## src/rtl/sum_disp_pkg.sv

```systemverilog
// Shared types and constants for the sum display driver: FSM states, digit
// select, active-low segment codes ({g,f,e,d,c,b,a}) and digit-enable patterns.
package sum_disp_pkg;

   typedef enum logic {
      BLANK = 1'b0,
      SHOW  = 1'b1
   } state_e;

   typedef enum logic {
      SEL_ONES = 1'b0,
      SEL_TENS = 1'b1
   } digit_sel_e;

   localparam logic [6:0] SEG_BLANK = 7'b1111111;
   localparam logic [6:0] SEG_0     = 7'b1000000;
   localparam logic [6:0] SEG_1     = 7'b1111001;
   localparam logic [6:0] SEG_2     = 7'b0100100;
   localparam logic [6:0] SEG_3     = 7'b0110000;
   localparam logic [6:0] SEG_4     = 7'b0011001;
   localparam logic [6:0] SEG_5     = 7'b0010010;
   localparam logic [6:0] SEG_6     = 7'b0000010;
   localparam logic [6:0] SEG_7     = 7'b1111000;
   localparam logic [6:0] SEG_8     = 7'b0000000;
   localparam logic [6:0] SEG_9     = 7'b0010000;

   localparam logic [1:0] AN_OFF  = 2'b11;
   localparam logic [1:0] AN_ONES = 2'b10;
   localparam logic [1:0] AN_TENS = 2'b01;

endpackage

```

## src/rtl/seg7_decode.sv

```systemverilog
// Combinational digit-to-segment decoder for a common-anode display.
// Codes 10..15 are not digits and decode to an unlit digit.
module seg7_decode
   import sum_disp_pkg::*;
(
   input  logic [3:0] digit_i,
   output logic [6:0] seg_o
);

   always_comb begin
      unique case (digit_i)
         4'd0:    seg_o = SEG_0;
         4'd1:    seg_o = SEG_1;
         4'd2:    seg_o = SEG_2;
         4'd3:    seg_o = SEG_3;
         4'd4:    seg_o = SEG_4;
         4'd5:    seg_o = SEG_5;
         4'd6:    seg_o = SEG_6;
         4'd7:    seg_o = SEG_7;
         4'd8:    seg_o = SEG_8;
         4'd9:    seg_o = SEG_9;
         default: seg_o = SEG_BLANK;
      endcase
   end

endmodule

```

## src/rtl/sum_display_driver.sv

```systemverilog
// Captures the 4-bit result of a 3-bit adder and multiplexes it onto a
// two-digit seven-segment display. Define SUM_DISPLAY_LEADING_ZERO_BLANK_EN
// to leave the tens digit dark when it would show 0.
module sum_display_driver
   import sum_disp_pkg::*;
#(
   parameter int REFRESH_DIV = 50000
) (
   input  logic       CLK,
   input  logic       RST,
   input  logic [2:0] S,
   input  logic       Cout,
   input  logic       LOAD,
   input  logic       CLR,
   output logic [3:0] VALUE,
   output logic       VALID,
   output logic [1:0] AN,
   output logic [6:0] SEG
);

   localparam int CNT_W = (REFRESH_DIV > 2) ? $clog2(REFRESH_DIV) : 1;
   localparam logic [CNT_W-1:0] CNT_LAST = CNT_W'(REFRESH_DIV - 1);

   state_e           state_q, state_d;
   logic [3:0]       value_q, value_d;
   logic [CNT_W-1:0] cnt_q, cnt_d;
   digit_sel_e       sel_q, sel_d;
   logic [1:0]       an_q, an_d;
   logic [6:0]       seg_q, seg_d;

   logic             cnt_wrap;
   logic             tens;
   logic [3:0]       ones;
   logic [3:0]       digit;
   logic [6:0]       dec_seg;

   // NOTE: every signal assigned in always_comb gets a default first so no
   // path leaves it unassigned, which would otherwise infer a latch.
   always_comb begin
      state_d = state_q;
      value_d = value_q;
      unique case (state_q)
         BLANK: begin
            if (CLR) begin
               value_d = 4'd0;
            end else if (LOAD) begin
               state_d = SHOW;
               value_d = {Cout, S};
            end
         end
         SHOW: begin
            if (CLR) begin
               state_d = BLANK;
               value_d = 4'd0;
            end else if (LOAD) begin
               value_d = {Cout, S};
            end
         end
         default: begin
            state_d = BLANK;
            value_d = 4'd0;
         end
      endcase
   end

   // The refresh timebase free-runs in both states; loads never disturb it.
   always_comb begin
      cnt_wrap = (cnt_q == CNT_LAST);
      cnt_d    = cnt_wrap ? '0 : cnt_q + 1'b1;
      sel_d    = sel_q;
      if (cnt_wrap) begin
         sel_d = (sel_q == SEL_ONES) ? SEL_TENS : SEL_ONES;
      end
   end

   always_comb begin
      tens  = (value_q >= 4'd10);
      ones  = tens ? (value_q - 4'd10) : value_q;
      digit = (sel_q == SEL_TENS) ? {3'b000, tens} : ones;
   end

   seg7_decode u_seg7_decode (
      .digit_i (digit),
      .seg_o   (dec_seg)
   );

   always_comb begin
      an_d  = AN_OFF;
      seg_d = SEG_BLANK;
      if (state_q == SHOW) begin
         if (sel_q == SEL_ONES) begin
            an_d  = AN_ONES;
            seg_d = dec_seg;
         end else begin
`ifdef SUM_DISPLAY_LEADING_ZERO_BLANK_EN
            if (tens) begin
               an_d  = AN_TENS;
               seg_d = dec_seg;
            end
`else
            an_d  = AN_TENS;
            seg_d = dec_seg;
`endif
         end
      end
   end

   // NOTE: sequential state uses non-blocking assignments so every register
   // samples the pre-edge values of the others, independent of statement order.
   always_ff @(posedge CLK or posedge RST) begin
      if (RST) begin
         state_q <= BLANK;
         value_q <= 4'd0;
         cnt_q   <= '0;
         sel_q   <= SEL_ONES;
         an_q    <= AN_OFF;
         seg_q   <= SEG_BLANK;
      end else begin
         state_q <= state_d;
         value_q <= value_d;
         cnt_q   <= cnt_d;
         sel_q   <= sel_d;
         an_q    <= an_d;
         seg_q   <= seg_d;
      end
   end

   assign VALUE = value_q;
   assign VALID = (state_q == SHOW);
   assign AN    = an_q;
   assign SEG   = seg_q;

endmodule

```

## config.mk

```make
export PLATFORM = sky130hd
export DESIGN_NAME = sum_display_driver
export DESIGN_NICKNAME = d
export VERILOG_FILES = /design/src/rtl/sum_disp_pkg.sv /design/src/rtl/seg7_decode.sv /design/src/rtl/sum_display_driver.sv
export SDC_FILE = /design/constraint.sdc
export NUM_CORES = 1
export LEC_CHECK = 0
export ABC_AREA = 1
export ABC_CLOCK_PERIOD_IN_PS = 4300
export CORE_UTILIZATION = 55
export CTS_CLUSTER_DIAMETER = 60
export DETAILED_ROUTE_END_ITERATION = 10
export PLACE_DENSITY = 0.83
export RECOVER_POWER = 100
export SYNTH_ARGS = -nofsm -noshare
export SYNTH_HDL_FRONTEND = slang
export SYNTH_HIERARCHICAL = 1
export SYNTH_SLANG_ARGS = --single-unit
```

## constraint.sdc

```tcl
create_clock -name CLK -period 4.3 [get_ports CLK]
set_input_delay 0.86 -clock CLK [delete_from_list [all_inputs] [get_ports CLK]]
set_output_delay 0.86 -clock CLK [all_outputs]
set_load 0.005 [all_outputs]
```

**After elaboration in Yosys (flattened, before gate mapping)**

Memories as Yosys holds them, arrays and structs flattened.
Index checks and enable logic that the tools add are counted.

- Input port bits: 8
- Logic and storage cells: 26
- Memories: 1
- ROM bits: 112
- Register bits after elaboration: 31
- Output and inout port bits: 14

Memory list:

| name | words | width | rd ports | clocked after Yosys merged registers in | wr ports | RTL line | RTL |
|---|---|---|---|---|---|---|---|
| (name not given) | 16 | 7 | 1 | 0 | 0 | seg7_decode.sv:11 | `unique case (digit_i)` |

- Add/sub/neg operators: 2
- $lt $le $gt $ge: 1
- Mux-type cells: 13
- Bitwise gates (word level): 1
- Reductions and logical operators: 1
- Equal/unequal tests: 1

Operators by type and width:

| kind | number |
|---|---|
| 16-bit by 1-bit adder with 16-bit output, second input constant | 1 |
| 16-bit == test, second input constant | 1 |
| 16-bit 2-to-1 mux | 1 |
| 4-bit 2-to-1 mux | 4 |
| 7-bit 2-to-1 mux | 1 |
| 4-bit greater-or-equal comparator, second input constant | 1 |
| 1-bit 2-to-1 mux | 4 |
| 2-bit 2-to-1 mux | 2 |
| 4-bit subtractor, second input constant | 1 |
| 1-bit one-hot mux with 2 select lines | 1 |
| 2-bit nonzero test | 1 |
| 1-bit inverter | 1 |

**Depth between registers and ports, before layout**

An unclocked memory read counts as a cell.

- Word-level depth: 5
- Mapped depth: 11
- Depth with buffers taken out: 11

**Modules after synthesis**

Netlist, hierarchy kept.

By module, submodules not included:

| module | cells each | sequential area each (um2) | times used | area an instance (um2) |
|---|---|---|---|---|
| sum_display_driver | 180 | 787.0 | 1 | 1505.2 |
| seg7_decode | 35 | 0.0 | 1 | 187.7 |

**Least setup slack after synthesis**

OpenSTA, ideal clock, no wires.

- Kind: register -> register
- Start: register value_q[1] (netlist: VALUE[1])
- End: register seg_q[3] (netlist: SEG[3])
- Path buffers: 0
- Setup time: 0.084 ns
- Clock period less this slack: 1.984 ns
- Data required time: 4.216 ns
- Data arrival time: 1.900 ns
- Cell stages (with the launch flop): 8
- Setup slack: 2.316 ns
- Path through: dfrtp_1 -> inv_1 -> ha_1 -> a221oi_1 -> nand2_1 -> nand3_1 -> nand2_1 -> or2_2

- Longest elaborated chain between the ends: 5
- Elaborated cells between the ends (all ways): 6
- Those cells by class: 1 x add/sub; 1 x order compare; 3 x mux; 1 x memory

RTL lines:

| item | RTL line | RTL |
|---|---|---|
| start: declaration | sum_display_driver.sv:25 | `logic [3:0] value_q, value_d;` |
| start signal: assignment | sum_display_driver.sv:120 | `value_q <= value_d;` |
| 4-bit subtractor or 4-bit greater-or-equal comparator (tied branches) | sum_display_driver.sv:78, sum_display_driver.sv:77 |  |
| 4-bit 2-to-1 mux (*) | sum_display_driver.sv:78 | `ones = tens ? (value_q - 4'd10) : value_q;` |
| 4-bit 2-to-1 mux (*) | sum_display_driver.sv:79 | `digit = (sel_q == SEL_TENS) ? {3'b000, tens} : ones;` |
| net digit[2] | sum_display_driver.sv:34 | `logic [3:0] digit;` |
| memory 16 x 7 bit (*) | - |  |
| net dec_seg[3] | sum_display_driver.sv:35 | `logic [6:0] dec_seg;` |
| 7-bit 2-to-1 mux (*) | sum_display_driver.sv:90 | `if (state_q == SHOW) begin` |
| net seg_d[3] | sum_display_driver.sv:29 | `logic [6:0] seg_q, seg_d;` |
| end signal: assignment | sum_display_driver.sv:124 | `seg_q <= seg_d;` |
| end: declaration | sum_display_driver.sv:29 |  |

Mark *: on every way through the listed nets, which the timed path passes. The rest lies on a longest branch.
A chain may end at the register's enable or synchronous reset.

**Final worst setup path**

- Start: register value_q[1] (netlist: VALUE[1])
- End: register seg_q[2] (netlist: SEG[2])

The elaborated chain is that of the path after synthesis.

==> impl_metrics.toml <==
[power]
p_per_area_mw_per_mm2 = 271.4
max-vdd-ir-drop_mv = 0.2716
leakage_nw = 1.016

[setup_path]
slowest_stage = "a221oi_1"
worstSetupStartpointType = "flop"
critPathCaptureType = "flop"
required_ps = 4550
r2r_end = "SEG[2]$_DFF_PP1_"
critPathMaxStageDelay_ps = 710
cp-endpoint = "SEG[2]$_DFF_PP1_"
reg2reg_depth = 7
cp-startpoint = "VALUE[1]$_DFFE_PP0P_"
rr_startpoint = "VALUE[1]$_DFFE_PP0P_"
worstPathArrival_ps = 2630
critical_path_peak_fanout = 6
crit_chain = "inv_1, ha_1, a221oi_1, clkinv_1, nand3_1, nand2_1, or2_2"
worst-setup-path-type = "flop to flop"
cp_num_cells = 7
cpLargestDelayFamily = "compound AO/OA/AOI/OAI gates"
r2r_slack_ps = 1930
crit_buf_inv = 2

[timing]
relSlewSlack_pct = 47.00
period_minus_slack_ps = 2374
fin_worst_skew_ps = 6.661
tightest_slew_ps = 795.1
finalSetupViolations = 0
hold_ws_ps = 459.3
hold_violations = 0
fmaxAchievable_mhz = 421.3
finalMaxSlewViolations = 0
timing.final.crit_share_pct = 55.20
rsz0062_at_grt = "false"
tns_ps = 0

[layout]
nets = 259
drive_above_1_share_pct = 9.796
n_antenna_cell = 0
area_growth_pct = 16.33

[routing]
first_pass_iters = 5
finalWirelength_um = 3263
drc_errors = 0
vias_per_cell = 5.076
avgRoutedWirePerCell_um = 11.82
postRouteAntennaNets = 0
dr_total_vias = 1401
drtIter0Drc = 47

[clock_tree]
clk_pin_slew_ps = 90
ctsHoldBuffers = 0
ctsResizeCount = 0
ctsLongestPathBuffers = 2
cts-root-buf = "clkbuf_4"
cts_setup_buffers = 0
cts_buffers = 5
clock_sinks = 31
clock_latency_ps = 330
htreeDepth = 2
tritoncts = "yes"

[job]
cap_viol_max_count = 0

[logic_synthesis]
ys_warn_count = 6
synth_edf_count = 0
synth-async-reset-ratio_pct = 100.0
ys_top_cells_by_area = "dfrtp_1 33%, dfstp_2 14%, nand2_1 12%"
syn-cell-area_mm2 = 0.001693
synth_cells = 215
yosys_register_bits = 31
synthDominantCellAreaShare_pct = 32.52
seq_area_frac_synth_pct = 46.49
ys.flop_type = "dfrtp_1"
ys_top_cells_by_count = "55 x nand2_1, 37 x inv_1, 26 x nor2_1"
yosysMostFrequentCell = "nand2_1"
syn_nets = 230
avgSynthCellArea_um2 = 7.874
yosysTopAreaCell = "dfrtp_1"
synth_cell_type_count = 21

[placed_design]
io_buffers = 21
gp_congestion = 0.8490
hpwl_um = 2530

[grt]
grt_usage_pct = 23.42
grt_max_degree = 17
antenna_found_initial = 0
grt_pass1_wl_um = 5816
grt-ovfl-total = 0
grt_pass1_vias = 1388

[status]
run_status = "complete, no violations"

[min_path]
min_path_type = "flop to flop"

[floorplanning]
die_y_um = 57.48
ios = 22
num_rows = 19
start_util_pct = 59.84
die_area_mm2 = 0.003304
core_area_mm2 = 0.002829
die_width_um = 57.48
## report_power, final
group | total [mW] | internal, mW | leakage (nW) | switching [mW]
sequential | 0.309 | 0.306 | 0.384 | 0.00364
combinational | 0.0657 | 0.0316 | 0.605 | 0.0341
clock | 0.159 | 0.0651 | 0.0265 | 0.0943
total | 0.535 | 0.402 | 1.02 | 0.132
## layout by cell type, fill, tap and decap left out, types with 2 or more instances in the layout
cell / synthesis / final
nand2_1: 55 / 55
inv_1: 37 / 37
nor2_1: 26 / 30
dfrtp_1: 22 / 22
nand3_1: 19 / 20
dlygate4sd3_1: 0 / 16
dfstp_2: 9 / 9
xor2_1: 9 / 9
or2_2: 7 / 7
o21ai_0: 7 / 7
ha_1: 7 / 7
clkbuf_4: 0 / 5
clkdlybuf4s50_1: 0 / 5
a21oi_1: 4 / 4
clkbuf_1: 0 / 4
nand4_1: 2 / 2
## flip-flops by register name (all words and copies together), names as in the netlist
name   cells
SEG        7
VALUE      4
sel_q      1
AN         2
cnt_q     16
VALID      1
## stage by stage
stage	instances	utilization [%]	instance area (µm²)	total power, mW	setup slack, ps
after detailed placement	268	68.91	1949	0.3864	2090
final	276	69.62	1969	0.5345	1926
after CTS	276	70.63	1998	0.5455	2047
after floorplan	215	-	1693	0.3509	2316
after global routing	276	69.62	1969	0.5657	1733
after global placement	268	68.91	1949	0.3848	2159
## area by class of cell
type                       instances  area [µm²]
inverter                          38       142.6
multi-input combinational        146       738.2
clock buffer                       8       48.80
sequential                        31       787.0
timing repair buffer              22       214.0
fill                             241       859.6
tap                               31       38.79
## per-layer routing
layer / wire length [µm] / GRT usage, % / up-vias
li1: - / - / 721
met1: 1431 / 28.61 / 625
met2: 1540 / 37.21 / 46
met3: 217 / 9.070 / 9
met4: 74 / 9.408 / 0
met5: 0 / 0 / -
## cell families (layout without fill, tap and decap cells)
| group | after synthesis | count (layout) | synth area share [%] |
|---|---|---|---|
| flip-flops | 31 | 31 | 46.49 |
| adder cells (fa/ha/maj) | 7 | 7 | 5.173 |
| buffers and inverters | 38 | 68 | 8.425 |
| AO/OA/AOI/OAI | 13 | 13 | 4.287 |
| AND/OR/NAND/NOR | 117 | 117 | 30.97 |
| XOR/XNOR | 9 | 9 | 4.657 |
## worst min-delay path by stage
stage                           end  depth (start not counted)            start
floorplan           AN[0]$_DFF_PP1_                          1  VALID$_DFF_PP0_
global placement    AN[1]$_DFF_PP1_                          1  VALID$_DFF_PP0_
detailed placement  AN[1]$_DFF_PP1_                          1  VALID$_DFF_PP0_
CTS                 AN[1]$_DFF_PP1_                          1  VALID$_DFF_PP0_
global route        AN[0]$_DFF_PP1_                          1  VALID$_DFF_PP0_
finish              AN[1]$_DFF_PP1_                          1  VALID$_DFF_PP0_
(Power assumes the default switching activity.)
